### config.mk
export PLATFORM = sky130hd
export DESIGN_NAME = mips_regfile
export DESIGN_NICKNAME = d
export VERILOG_FILES = /design/src/rtl/mips_regfile.sv
export SDC_FILE = /design/constraint.sdc
export NUM_CORES = 2
export LEC_CHECK = 0
export BUFFER_PORTS_ARGS = -buffer_cell sky130_fd_sc_hd__buf_2
export CORE_MARGIN = 2
export CORE_UTILIZATION = 30
export CTS_CLUSTER_DIAMETER = 60
export CTS_CLUSTER_SIZE = 10
export DETAILED_ROUTE_END_ITERATION = 10
export PLACE_DENSITY_LB_ADDON = 0.12
export RECOVER_POWER = 25
export SETUP_SLACK_MARGIN = 0.05
export SLEW_MARGIN = 20
export SYNTH_ARGS = -nofsm -noshare
export SYNTH_HDL_FRONTEND = slang
export SYNTH_SLANG_ARGS = --single-unit
### constraint.sdc
create_clock -name clk -period 2.4 [get_ports clk]
set_clock_uncertainty 0.2 [all_clocks]
set_input_delay 0 -clock clk [delete_from_list [all_inputs] [get_ports clk]]
set_output_delay 0 -clock clk [all_outputs]
set_load 0.005 [all_outputs]
### src/rtl/mips_regfile.sv
// 32 x DATA_W MIPS general-purpose register file: two combinational read ports,
// one synchronous write port, $0 hardwired to zero, optional write-to-read bypass.
module mips_regfile #(
  parameter int unsigned        DATA_W  = 32,
  parameter bit                 BYPASS  = 1'b1,
  parameter logic [DATA_W-1:0]  SP_INIT = DATA_W'(32'h0000_7FFC)
) (
  input  logic              clk,
  input  logic              rst_n,
  input  logic              wr_en,
  input  logic [4:0]        wr_addr,
  input  logic [DATA_W-1:0] wr_data,
  input  logic [4:0]        rd_addr1,
  input  logic [4:0]        rd_addr2,
  output logic [DATA_W-1:0] rd_data1,
  output logic [DATA_W-1:0] rd_data2,
  output logic              wr_ack
);

  localparam int unsigned NUM_REGS = 32;
  localparam int unsigned SP_IDX   = 29;

  // Index 0 has no storage; reads of $0 are forced to zero below.
  logic [DATA_W-1:0] regs_q [1:NUM_REGS-1];
  logic [DATA_W-1:0] regs_d [1:NUM_REGS-1];
  logic              wr_ack_q;
  logic              wr_ack_d;
  logic              wr_commit;

  assign wr_commit = wr_en && (wr_addr != 5'd0);

  always_comb begin
    regs_d   = regs_q;
    wr_ack_d = 1'b0;
    if (wr_commit) begin
      regs_d[wr_addr] = wr_data;
      wr_ack_d        = 1'b1;
    end
  end

  always_ff @(posedge clk or negedge rst_n) begin
    if (!rst_n) begin
      for (int i = 1; i < int'(NUM_REGS); i++) begin
        regs_q[i] <= (i == int'(SP_IDX)) ? SP_INIT : '0;
      end
      wr_ack_q <= 1'b0;
    end else begin
      regs_q   <= regs_d;
      wr_ack_q <= wr_ack_d;
    end
  end

  // Read port 1: zero for $0, bypass a same-cycle write, else stored value.
  always_comb begin
    rd_data1 = '0;
    if (rd_addr1 != 5'd0) begin
      if (BYPASS && wr_en && (wr_addr == rd_addr1)) begin
        rd_data1 = wr_data;
      end else begin
        rd_data1 = regs_q[rd_addr1];
      end
    end
  end

  always_comb begin
    rd_data2 = '0;
    if (rd_addr2 != 5'd0) begin
      if (BYPASS && wr_en && (wr_addr == rd_addr2)) begin
        rd_data2 = wr_data;
      end else begin
        rd_data2 = regs_q[rd_addr2];
      end
    end
  end

  assign wr_ack = wr_ack_q;

endmodule

### Yosys cells after proc, flatten, opt, wreduce, memory -nomap -nowiden

Index checks and enable logic that the tools add are counted.

* order comparisons: 4
* equal/unequal tests: 2
* muxes and demuxes: 14
* bitwise gates (word level): 3
* reduce and logical (&&, ||, !) cells: 7

Operator list (number)
* 992-bit bitwise mux: 1
* 32-bit binary-select mux with 5-bit select: 2
* 32-bit 2-to-1 mux: 9
* 32-bit demux with 5-bit select: 1
* 6-bit >= comparator, second input constant: 3
* 5-bit inverter with 6-bit output: 3
* 5-bit nonzero test: 3
* 5-bit equality test: 2
* 6-bit by 1-bit less-than comparator with 1-bit output, second input constant: 1
* 1-bit logical AND: 4
* 1-bit 2-to-1 mux: 1

* register bits: 993
* output and inout port bits: 65

### Longest topological paths before layout

* depth after elaboration: 6
* mapped depth: 9
* gate-level depth less buffers: 5

### Worst setup path before layout

OpenSTA, ideal clock, no wires.

* path type: in2out
* start: in rd_addr2[0]
* end: out rd_data2[0]
* data arrival time: 1.563 ns
* path slack: 0.637 ns
* cell stages on the path: 7
* buffers on the path: 3
* path through: buf_6 -> buf_4 -> buf_2 -> mux4_2 -> a22oi_1 -> o21ai_0 -> a32o_1

* cells in the longest elaborated chain, start to end: 6

Ends and longest elaborated chain
* start: declaration: RTL line 14 `input logic [4:0] rd_addr2,`
* 5-bit inverter with 6-bit output (implied by the code): RTL line 71 `rd_data2 = regs_q[rd_addr2];`
* 32-bit binary-select mux with 5-bit select: RTL line 71
* 32-bit 2-to-1 mux (implied by the code) (2 in a row): RTL line 71
* 32-bit 2-to-1 mux: RTL line 68 `if (BYPASS && wr_en && (wr_addr == rd_addr2)) begin`
* 32-bit 2-to-1 mux (*): RTL line 67 `if (rd_addr2 != 5'd0) begin`
* end: declaration: RTL line 16 `output logic [DATA_W-1:0] rd_data2,`

Mark *: on every way between the ends. The rest lies on a longest branch, timed or not. The select of a mux whose other input is x is not followed.

### Final worst setup path

* start: reg regs_q[523] in the netlist's numbering
* end: out rd_data1[11]

* cells in the longest elaborated chain, start to end: 5

Ends and longest elaborated chain
* start: declaration: RTL line 24 `logic [DATA_W-1:0] regs_q [1:NUM_REGS-1];`
* start signal: indexed assignment: RTL line 44 `regs_q[i] <= (i == int'(SP_IDX)) ? SP_INIT : '0;`
* start signal: assignment: RTL line 48 `regs_q <= regs_d;`
* 32-bit binary-select mux with 5-bit select: RTL line 60 `rd_data1 = regs_q[rd_addr1];`
* 32-bit 2-to-1 mux (implied by the code) (2 in a row): RTL line 60
* 32-bit 2-to-1 mux: RTL line 57 `if (BYPASS && wr_en && (wr_addr == rd_addr1)) begin`
* 32-bit 2-to-1 mux: RTL line 56 `if (rd_addr1 != 5'd0) begin`
* end: declaration: RTL line 15 `output logic [DATA_W-1:0] rd_data1,`

Every way passes these cells. The select of a mux whose other input is x is not followed.

==> flow_summary_export.csv <==
group,metric,value,unit
run_status,status,"finished, violations left",
run_status,violations,"setup timing",
place,port_buffers,114,
global_route,grt_use_met1,33.78,%
critical_path,rrSetupSlack,1.08,ns
critical_path,cp.arrival,2.70,ns
yosys,async_reset_ff_share,100.0,%
yosys,synth_area_per_cell,14.59,sq um
global_route,use_met2,38.24,%
clocking,cts_made_buffers,131,
sta,hold_viol_final,0,
critical_path,crit_fanout,3,
clocking,clk_latency,0.78,ns
power,power_density,812.8,nW/um^2
critical_path,cpMaxStageDelayCell,"mux4_2",
yosys,yosys_warnings,0,
power,total_power,54.38,mW
critical_path,critPathKind,"register to primary output",
critical_path,crit_path_cell_trace,"mux4_2 -> a22oi_2 -> nand2_2 -> a211oi_4 -> nor3_4 -> buf_6 -> buf_6",
route,drt_pre_antenna_iters,5,
yosys,synth_area,53370,sq um
yosys,synth_top_area_share,45.95,%
critical_path,cpMostUsedCell,"buf_6",
min_path,min_path_type,"input pin to register",
yosys,synthFlopType,"dfrtp_1",
power,seq_power_share,41.5,%
floorplanning,io_pins,115,
yosys,synth_cell_types,47,
clocking,cts_sinks,993,
final_layout,syn_to_final_growth,25.34,%
yosys,synth-edff-count,0,
critical_path,cp.required,2.20,ns
route,avgViaCountPerCell,5.699,
critical_path,critPathLaunchType,"register",
sta,grt_setup_unrepaired,"true",
power,p_sw,15.53,mW
floorplanning,fp.dieH,425.8,microns
global_route,grt_pass1_vias,37895,
yosys,ys_seq_area_share,46.59,%
yosys,ys_ff_latch,993,
route,routed_wl,216700,microns
power,p_leak,28.25,nW
global_route,grt_usage,24.05,%
floorplanning,num_rows,154,
clocking,clk_pin_slew,0.06,ns
power,power.internal,38.85,mW
critical_path,critPathTopFamily,"multiplexers",
place,place_inst,6127,
final_layout,stdcell_count,6393,
route,drt_iter0_drc,2843,
power,ir_drop,0.7955,mV
route,antenna_left,0,
run,cap_viol_max_count,0,
final_layout,nets,4019,
floorplanning,die_w,425.8,microns
critical_path,cp_slowest_stage_delay,0.55,ns
global_route,grt_pass1_wl,309100,microns
global_route,grt_start_max_net_pins,95,
final_layout,fillers,16760,
final_layout,layout-drive-gt1-share,64.51,%
global_route,use_met3,4.176,%
clocking,cts_tree,"done",
route,wl_per_cell,33.90,microns
sta,hold_slack,0.07035,ns
yosys,synth_top_cell_by_area,"dfrtp_1",
place,gp_congestion,0.8049,
clocking,clk_path_buf_depth,3,
sta,slew-limit-headroom,2.657,%
power,power_switching_share,28.56,%
critical_path,crit_buf_inv,2,
place,dp_slack,-0.6363,ns
global_route,grt_busiest_layer,"met2",
place,dp_hpwl,142100,microns
sta,worstMarginPinSlew,1.460,ns
yosys,synthCells,3659,
sta,drv_slew,0,
floorplanning,start_util,30.24,%
yosys,synth_fp_nets,3709,
floorplanning,dieArea,181300,sq um
sta,fin_crit_sh,120.8,%
global_route,grt_overflow,0,
clocking,clock-root-buffer,"clkbuf_16",
power,combPwrFrac,22.7,%
route,vias,36435,
route,remaining_drc_errors,0,
sta,period_needed,2.900,ns
sta,max_freq,344.8,MHz
yosys,synth_area_leaders,"dfrtp_1 46%, mux2_2 23%, mux4_2 18%",
sta,finalSetupViolCount,338,
global_route,antenna_found_initial,14,
power,clkPwrFrac,35.8,%
critical_path,endpoint_kind,"primary output",
sta,worst_slack,-0.5001,ns
clocking,htree_levels,4,
floorplanning,core_area,176500,sq um
-- flip-flops by register name, indices dropped and copies added (netlist names) --
register  flops
wr_ack        1
regs_q      992
-- synth_stat cells, types with 2 or more instances --
cell,instances
dfrtp_1,980
o22ai_1,99
mux2i_1,54
buf_6,9
o31ai_1,11
and2_1,7
o21ai_0,34
buf_1,57
a211oi_1,53
nand3_1,4
o22a_1,11
nor3b_1,3
a22o_1,9
a32o_1,23
a22oi_1,43
xnor2_1,6
and3_1,2
mux4_2,422
nand4_1,2
mux2_2,1082
buf_2,117
a31oi_1,12
nor4_1,34
a21oi_1,33
or2_2,3
nand2_1,35
xor2_1,4
nand3b_1,5
clkbuf_1,185
nor3_1,44
dfstp_2,13
a221oi_1,73
nor2_1,106
buf_4,40
nor2b_1,27
nand2b_1,6
-- worst paths after layout --
| check | startpoint | end | cells past startpoint |
|---|---|---|---|
| max | regs_q[523]$_DFFE_PN0P_ | rd_data1[11] | 7 |
| min | wr_addr[3] | regs_q[489]$_DFFE_PN0P_ | 6 |
| max reg2reg | regs_q[303]$_DFFE_PN0P_ | regs_q[303]$_DFFE_PN0P_ | 4 |
| min reg2reg | regs_q[541]$_DFFE_PN0P_ | regs_q[541]$_DFFE_PN0P_ | 1 |
| max in group asynchronous | rst_n | regs_q[912]$_DFFE_PN0P_ | 6 |
| min in group asynchronous | rst_n | regs_q[989]$_DFFE_PN0P_ | 4 |
-- logic make-up after synthesis --
family	count (synthesis)	share of synthesized area (%)
AO/OA/AOI/OAI	406	5.465
XOR/XNOR	10	0.1641
buffers and inverters	409	3.561
flip-flops	993	46.59
multiplexers	1558	41.65
AND/OR/NAND/NOR	283	2.574
-- layout make-up --
cell class | instances | area, sq um | share of cell area, %
Antenna cell | 1 | 2.502 | 0.003741
Timing Repair Buffer | 586 | 6107 | 9.129
Sequential cell | 993 | 24870 | 37.17
Multi-Input combinational cell | 2257 | 28830 | 43.10
Clock buffer | 179 | 3692 | 5.519
Clock inverter | 37 | 471.7 | 0.7051
Tap cell | 2340 | 2928 | 4.377
-- power by group through the flow --
stage                     logic (mW)  clock network (mW)  registers [mW]
after global placement          11.1                   0            22.7
after floorplan                 7.77                   0            21.8
after detailed placement        11.2                   0            22.7
final                           12.3                19.5            22.6
after CTS                       12.2                20.0            22.5
after global routing            13.1                20.6            23.0
-- tightest hold or removal path, delay by kind of cell --
| family | cells | cell delay [ns] |
|---|---|---|
| buf+inv | 3 | 0.60 |
| mux | 1 | 0.18 |
| simple gates | 2 | 0.23 |
-- layout by cell type (no fill, tap or decap), types with 22 or more instances in the layout --
cell type and n:
nor2_1 64, a22oi_1 22, buf_12 132, clkbuf_16 134, buf_2 77, a221oi_1 51, o22ai_1 38, mux4_2 422
dfrtp_1 980, o22ai_2 47, mux2_2 1082, clkbuf_1 28, buf_4 290, buf_6 31, mux2i_1 45, dlygate4sd3_1 40
a211oi_2 38
-- metal layers --
layer  up-vias  wire (microns)
met5         -              96
met4        14            6065
met3       294           10270
met2       981          101500
met1     20202           98790
li1      14944               -
-- metrics by stage --
stage	TNS [ns]	cell area (sq um)	util (%)
floorplan	0	53370	-
global placement	-4.554	60220	34.12
detailed placement	-4.860	60220	34.12
CTS	-23.87	66580	37.72
global route	-140.55	66890	37.90
finish	-33.58	66900	37.90
-- timing repair --
item / CTS / global route
pin swaps: 174 / 65
gates resized for setup: 376 / 76
hold buffers: 41 / 0
setup endpoints to repair: 64 / 64
buffers inserted: 20 / 4
gates cloned: 0 / 0
hold endpoints to repair: 1986 / 0
No activity file was read; power rests on OpenSTA's default activity.
